<file path="config.mk">
export PLATFORM = sky130hd
export DESIGN_NAME = bcd_cascade_ctrl
export DESIGN_NICKNAME = d
export VERILOG_FILES = /design/src/rtl/bcd_cascade_ctrl.sv
export SDC_FILE = /design/constraint.sdc
export NUM_CORES = 1
export LEC_CHECK = 0
export BUFFER_PORTS_ARGS = -buffer_cell sky130_fd_sc_hd__buf_2
export CAP_MARGIN = 30
export CORE_AREA = 2 2 76 78
export DETAILED_ROUTE_END_ITERATION = 10
export DIE_AREA = 0 0 78 80
export SLEW_MARGIN = 10
export SYNTH_ARGS = -nofsm -noshare
export SYNTH_HDL_FRONTEND = slang
export SYNTH_SLANG_ARGS = --single-unit
</file>
<file path="constraint.sdc">
create_clock -name clk -period 6.44 [get_ports clk]
set_input_delay 1.61 -clock clk [delete_from_list [all_inputs] [get_ports clk]]
set_output_delay 1.61 -clock clk [all_outputs]
set_load 0.03 [all_outputs]
</file>
<file path="src/rtl/bcd_cascade_ctrl.sv">
// Sequencing controller for a cascade of BCD counter digits: prescaled count tick,
// ripple-free carry enables, start/stop/clear/load control, target compare and wrap detect.
module bcd_cascade_ctrl #(
    parameter int DIGITS   = 4,
    parameter int PRESCALE = 10
) (
    input  logic                clk,
    input  logic                rst_n,
    input  logic                start,
    input  logic                stop,
    input  logic                clear,
    input  logic                load,
    input  logic [4*DIGITS-1:0] load_value,
    input  logic [4*DIGITS-1:0] target,
    output logic [4*DIGITS-1:0] count,
    output logic [DIGITS-1:0]   digit_en,
    output logic                running,
    output logic                done,
    output logic                overflow
);

    localparam int PW = (PRESCALE > 1) ? $clog2(PRESCALE) : 1;
    localparam logic [PW-1:0] PS_LAST = PW'(PRESCALE - 1);

    typedef enum logic [1:0] {IDLE, RUN, PAUSE, DONE} state_t;

    state_t              state, state_nx;
    logic [PW-1:0]       presc, presc_nx;
    logic [4*DIGITS-1:0] count_nx, count_inc, load_clean;
    logic                tick, carry, wrap, overflow_nx;

    function automatic logic [3:0] bcd_inc(input logic [3:0] d);
        return (d >= 4'd9) ? 4'd0 : d + 4'd1;
    endfunction

    function automatic logic [3:0] bcd_clean(input logic [3:0] d);
        return (d > 4'd9) ? 4'd0 : d;
    endfunction

    // A tick is suppressed when Clear or Load override the increment at this edge
    assign tick = (state == RUN) && (presc == PS_LAST) && !clear && !load;

    always_comb begin
        carry      = tick;
        digit_en   = '0;
        count_inc  = count;
        load_clean = '0;
        for (int k = 0; k < DIGITS; k++) begin
            digit_en[k] = carry;
            if (carry)
                count_inc[4*k +: 4] = bcd_inc(count[4*k +: 4]);
            carry = carry && (count[4*k +: 4] == 4'd9);
            load_clean[4*k +: 4] = bcd_clean(load_value[4*k +: 4]);
        end
        wrap = carry;
    end

    always_comb begin
        state_nx    = state;
        presc_nx    = presc;
        count_nx    = count;
        overflow_nx = 1'b0;
        if (clear) begin
            count_nx = '0;
            presc_nx = '0;
            state_nx = IDLE;
        end else if (load) begin
            count_nx = load_clean;
            presc_nx = '0;
            state_nx = IDLE;
        end else begin
            case (state)
                RUN: begin
                    // The tick's increment completes even when Stop arrives with it
                    presc_nx    = tick ? '0 : presc + 1'b1;
                    count_nx    = count_inc;
                    overflow_nx = wrap;
                    if (tick && (count_inc == target))
                        state_nx = DONE;
                    else if (stop)
                        state_nx = PAUSE;
                end
                IDLE, PAUSE: begin
                    if (!stop && start)
                        state_nx = RUN;
                end
                default: ;
            endcase
        end
    end

    always_ff @(posedge clk or negedge rst_n) begin
        if (!rst_n) begin
            state    <= IDLE;
            presc    <= '0;
            count    <= '0;
            overflow <= 1'b0;
        end else begin
            state    <= state_nx;
            presc    <= presc_nx;
            count    <= count_nx;
            overflow <= overflow_nx;
        end
    end

    assign running = (state == RUN);
    assign done    = (state == DONE);

endmodule

</file>
==> impl_metrics.env, run 1 <==
export IMPL_synth_ff_type="dfrtp_1"
export IMPL_yosys_top_cells_count="41 x nor2_1, 24 x a21oi_1, 23 x dfrtp_1"
export IMPL_wl_per_cell_um=14.3
export IMPL_rr_endpoint="state[0]"
export IMPL_slew_headroom_pct=54.3
export IMPL_cellPowerDensity_nw_per_um2=136
export IMPL_slowest_stage="or2_0"
export IMPL_avgSynthCellArea_um2=7.64
export IMPL_fin_nets=379
export IMPL_dp_cells=394
export IMPL_fin_skew_ps=5.07
export IMPL_power_leakage_nw=1.19
export IMPL_critPathMaxStageDelay_ps=430
export IMPL_setup_slack_ps=1480
export IMPL_fin_crit_ps=4960
export IMPL_drc=0
export IMPL_dpl_instance_area_um2=2400
export IMPL_crit_type="in -> out"
export IMPL_final_cells=398
export IMPL_p_int_mw=0.225
export IMPL_path_cells="buf_2, nor4b_4, nand2_1, or2_0, inv_1, buf_2"
export IMPL_grt_pass1_vias=2084
export IMPL_crit_top_cell="buf_2"
export IMPL_clockPowerShare_pct=27.6
export IMPL_ys_ff_latch=23
export IMPL_antenna_cells=0
export IMPL_area_growth_syn_to_layout_pct=17.5
export IMPL_clk_pin_slew_ps=80
export IMPL_synth_cell_types=54
export IMPL_final_util_pct=45.3
export IMPL_arrival_ps=3350
export IMPL_cap_violations=0
export IMPL_hpwl_um=4480
export IMPL_crit_path_max_fanout=34
export IMPL_hold_class="reg -> reg"
export IMPL_totalWireLength_um=5680
export IMPL_ant_nets=0
export IMPL_synthArstFlopShare_pct=100
export IMPL_finalSetupViolations=0
export IMPL_yosys_warnings=0
export IMPL_holdPathEnd="presc[3]"
export IMPL_tightest_slew_ps=680
export IMPL_synth_top_area_share_pct=27.6
export IMPL_antenna_found_initial=0
export IMPL_core_area_um2=5410
export IMPL_crit_required_ps=4830
export IMPL_die_x_um=78
export IMPL_overflow=0
export IMPL_fmax_mhz=202
export IMPL_io_pins=61
export IMPL_clock_sinks=23
export IMPL_root_buffer="clkbuf_8"
export IMPL_fp_dieH_um=80
export IMPL_dr_total_vias=2148
export IMPL_cts_buffer_depth=2
export IMPL_fin_crit_sh_pct=77.0
export IMPL_netlist_top_cells_area="dfrtp_1 28%, ha_1 8.4%, nor2_1 7.4%"
export IMPL_report_final_slew_viol_count=0
export IMPL_grt_max_degree=35
export IMPL_reg2reg_from="presc[0]"
export IMPL_row_count=27
export IMPL_cts_tree="built"
export IMPL_synth_top_area_cell="dfrtp_1"
export IMPL_dr_pass1_iters=4
export IMPL_final_cell_area_um2=2450
export IMPL_ctsHtreeMaxLevel=1
export IMPL_min_path_cells=1
export IMPL_io_buffers=60
export IMPL_synth_edff_count=0
export IMPL_hold_buffers=0
export IMPL_grtUsageTotal_pct=19.0
export IMPL_status="finished clean"
export IMPL_die_area_um2=6240
export IMPL_cts_repair_resized=0
export IMPL_fillers=564
export IMPL_synth_fp_nets=325
export IMPL_rsz0062_at_grt="no"
export IMPL_r2r_slack_ps=3450
export IMPL_preCtsSetupSlack_ps=1490
export IMPL_cts_setup_buffers=0
export IMPL_worstHoldStart="presc[3]"
export IMPL_switching_share_pct=32.5
export IMPL_synth_most_common_cell="nor2_1"
export IMPL_ir_drop_uv=87.2
export IMPL_grt_pass1_wl_um=9480
export IMPL_reg2reg_depth=9
export IMPL_gp_congestion=0.894
export IMPL_clock_insertion_delay_worst_skew_ps=260
export IMPL_synth_area_um2=2090
export IMPL_hold_viol=0
export IMPL_first_iter_violations=106
export IMPL_ys_seq_area_share_pct=27.6
export IMPL_via_per_inst=5.40
export IMPL_cp_end_kind="output port"
export IMPL_pwr_share_comb_pct=25.0
export IMPL_setup_tns_ps=0
export IMPL_p_switching_mw=0.108
export IMPL_cts_buffers_inserted=3
export IMPL_crit_path_start_kind="primary input"
export IMPL_p_seq_share_pct=47.4
export IMPL_start_util_pct=38.6
export IMPL_drive_above_1_share_pct=21.5
export IMPL_syn_inst=273
## routing by layer
layer	share of wire (%)	vias to the layer above	track usage, %
li1	-	1079	-
met1	46	995	25.2
met2	47	64	30.7
met3	4.3	10	2.15
met4	2.6	0	9.12
met5	0	-	0
## power groups by stage
stage / sequential (mW) / combinational [mW] / clock [mW]
CTS: 0.158 / 0.0836 / 0.0931
global route: 0.159 / 0.0935 / 0.101
finish: 0.158 / 0.0831 / 0.0920
global placement: 0.161 / 0.0830 / 0
detailed placement: 0.160 / 0.0833 / 0
floorplan: 0.167 / 0.0434 / 0
## worst max path at each step
stage / start / end
4_1_cts: load / digit_en[3]
3_5_place_dp: load / digit_en[3]
2_1_floorplan: load / digit_en[1]
6_report: load / digit_en[3]
5_1_grt: load / digit_en[3]
3_3_place_gp: load / digit_en[1]
## cell families after synthesis
| logic type | count (synthesis) | share of synthesized area (%) |
|---|---|---|
| simple gates | 117 | 28.9 |
| compound gates | 77 | 23.6 |
| buf+inv | 32 | 7.26 |
| flops | 23 | 27.6 |
| fa+ha+maj | 14 | 8.40 |
| xor+xnor | 10 | 4.20 |
## critical path, delay by kind of cell
kind                   cells  cell delay (ps)
buffers and inverters      3              680
AND/OR/NAND/NOR            3             1050
## sequential cells by signal (all words and copies together) (netlist names)
| name | count |
|---|---|
| presc | 4 |
| count | 16 |
| state | 2 |
| overflow | 1 |
## placed cells by master, fill, tap and decap left out, types with 5 or more instances in the layout
cell     netlist  routed
a21oi_1       24      24
inv_1         20      20
nand2_1       22      22
a31oi_1        6       6
o21ai_0       17      17
buf_2          1      60
ha_1          14      14
xor2_1         5       5
dfrtp_1       23      23
nand3_1       11      11
xnor2_1        5       5
nor2b_1        5       5
nor3_1        10      10
nor2_1        41      41
## metrics by stage
stage / power (mW) / hold WS (ps)
CTS: 0.334 / 528
floorplan: 0.211 / 473
finish: 0.333 / 535
detailed placement: 0.244 / 517
global route: 0.353 / 571
global placement: 0.243 / 505
## cell type report
type	count	area, um^2	share of cell area, %
multi-input combinational	218	1360	55.5
clock buffer	3	41.3	1.69
inverter	21	78.8	3.22
timing repair buffer	60	300	12.3
tap	72	90.1	3.68
sequential	23	576	23.5
clock inverter	1	5.00	0.204
No activity file was read; power rests on OpenSTA's default activity.
==> inputs of run 2 (changes only) <==
- clock period: 6.44 -> 5 ns (I/O delays scaled with it)
==> impl_metrics.env, run 2 (synthesis results as in run 1) <==
export IMPL_grt_pass1_wl_um=9270
export IMPL_finalSetupViolations=0
export IMPL_clk_pin_slew_ps=80
export IMPL_crit_required_ps=3750
export IMPL_top_register="count"
export IMPL_wl_per_cell_um=14.3
export IMPL_cts_setup_buffers=0
export IMPL_cap_violations=0
export IMPL_overflow=0
export IMPL_die_x_um=78
export IMPL_io_buffers=60
export IMPL_fmax_mhz=237
export IMPL_cts_tree="built"
export IMPL_largest_reg_flops=16
export IMPL_layout_common_cells="60 x buf_2, 41 x nor2_1, 24 x a21oi_1, 23 x dfrtp_1, 22 x nand2_1"
export IMPL_root_buffer="clkbuf_8"
export IMPL_cts_repair_resized=0
export IMPL_ctsHtreeMaxLevel=1
export IMPL_cp_end_kind="output port"
export IMPL_drc=0
export IMPL_first_iter_violations=99
export IMPL_totalWireLength_um=5700
export IMPL_arrival_ps=2970
export IMPL_fin_skew_ps=4.97
export IMPL_fin_nets=380
export IMPL_core_area_um2=5410
export IMPL_start_util_pct=38.6
export IMPL_tightest_slew_ps=757
export IMPL_ant_nets=0
export IMPL_dr_pass1_iters=4
export IMPL_report_final_slew_viol_count=0
export IMPL_fin_crit_sh_pct=84.4
export IMPL_fin_crit_ps=4220
export IMPL_cts_buffers_inserted=3
export IMPL_slew_headroom_pct=49.1
export IMPL_crit_type="in -> out"
export IMPL_ir_drop_uv=111
export IMPL_row_count=27
export IMPL_top_regs="count (16), presc (4), state (2)"
export IMPL_status="finished clean"
export IMPL_power_leakage_nw=1.20
export IMPL_cts_buffer_depth=2
export IMPL_final_common_cell="buf_2"
export IMPL_power_total_mw=0.431
export IMPL_setup_tns_ps=0
export IMPL_antenna_cells=0
export IMPL_hold_viol=0
export IMPL_hold_class="reg -> reg"
export IMPL_hold_buffers=0
export IMPL_crit_path_max_fanout=20
export IMPL_grtUsageTotal_pct=18.7
export IMPL_drive_above_1_share_pct=21.7
export IMPL_via_per_inst=5.34
export IMPL_holdWs_ps=529
export IMPL_gp_congestion=0.880
export IMPL_grt_max_degree=26
export IMPL_dr_total_vias=2130
export IMPL_cellPowerDensity_nw_per_um2=176
export IMPL_grt_pass1_vias=2016
export IMPL_die_area_um2=6240
export IMPL_io_pins=61
export IMPL_hpwl_um=4510
export IMPL_dpl_instance_area_um2=2410
export IMPL_fp_dieH_um=80
export IMPL_antenna_found_initial=0
export IMPL_final_cell_area_um2=2460
export IMPL_rsz0062_at_grt="no"
export IMPL_area_growth_syn_to_layout_pct=17.8
export IMPL_clock_sinks=23
export IMPL_crit_path_start_kind="primary input"
export IMPL_clock_insertion_delay_worst_skew_ps=270
[run 2: changes by cell type in the layout (fill, tap and decap cells not counted), sizes merged]
cell | previous run | this run
buf | 60 | 61
[run 2: where the power goes]
group | switching (mW) | internal, mW
sequential | 0.0112 | 0.192
combinational | 0.0657 | 0.0424
clock | 0.0645 | 0.0559
total | 0.141 | 0.290
[run 2: layout make-up]
class	instances	area [um^2]
inverters	21	78.8
flip-flops and latches	23	576
clock buffers	3	41.3
multi-input cells	218	1360
fillers	577	2950
well taps	72	90.1
clock inverters	1	5.00
repair buffers	61	308
[run 2: final timing paths]
check                      slack, ps           to  cells past startpoint      from
max                              780  digit_en[3]                      6     clear
min                              530     presc[3]                      1  presc[3]
max reg2reg                     1980     state[0]                      9  presc[0]
min reg2reg                      530     presc[3]                      1  presc[3]
min in group asynchronous        950    count[13]                      1     rst_n
max in group asynchronous       3680    count[10]                      1     rst_n
[run 2: worst max-delay path, cell delays in order]
cell and delay (ps):
buf_2 240, nor4b_4 370, nand2_1 280, or2_0 440, inv_1 170, buf_2 220
[run 2: metal layers]
metal | track usage, % | part of all wire, % | wire [um]
met5 | 0 | 0 | 0
met4 | 6.49 | 1.9 | 106
met3 | 1.13 | 4.2 | 239
met2 | 32.4 | 47 | 2670
met1 | 24.8 | 47 | 2680
[run 2: through the flow]
step,setup WS [ps],util [%],instances
after floorplan,1180,-,273
final,782,45.5,399
after CTS,787,45.5,399
after detailed placement,791,44.6,395
after global routing,653,45.5,399
after global placement,829,44.6,395
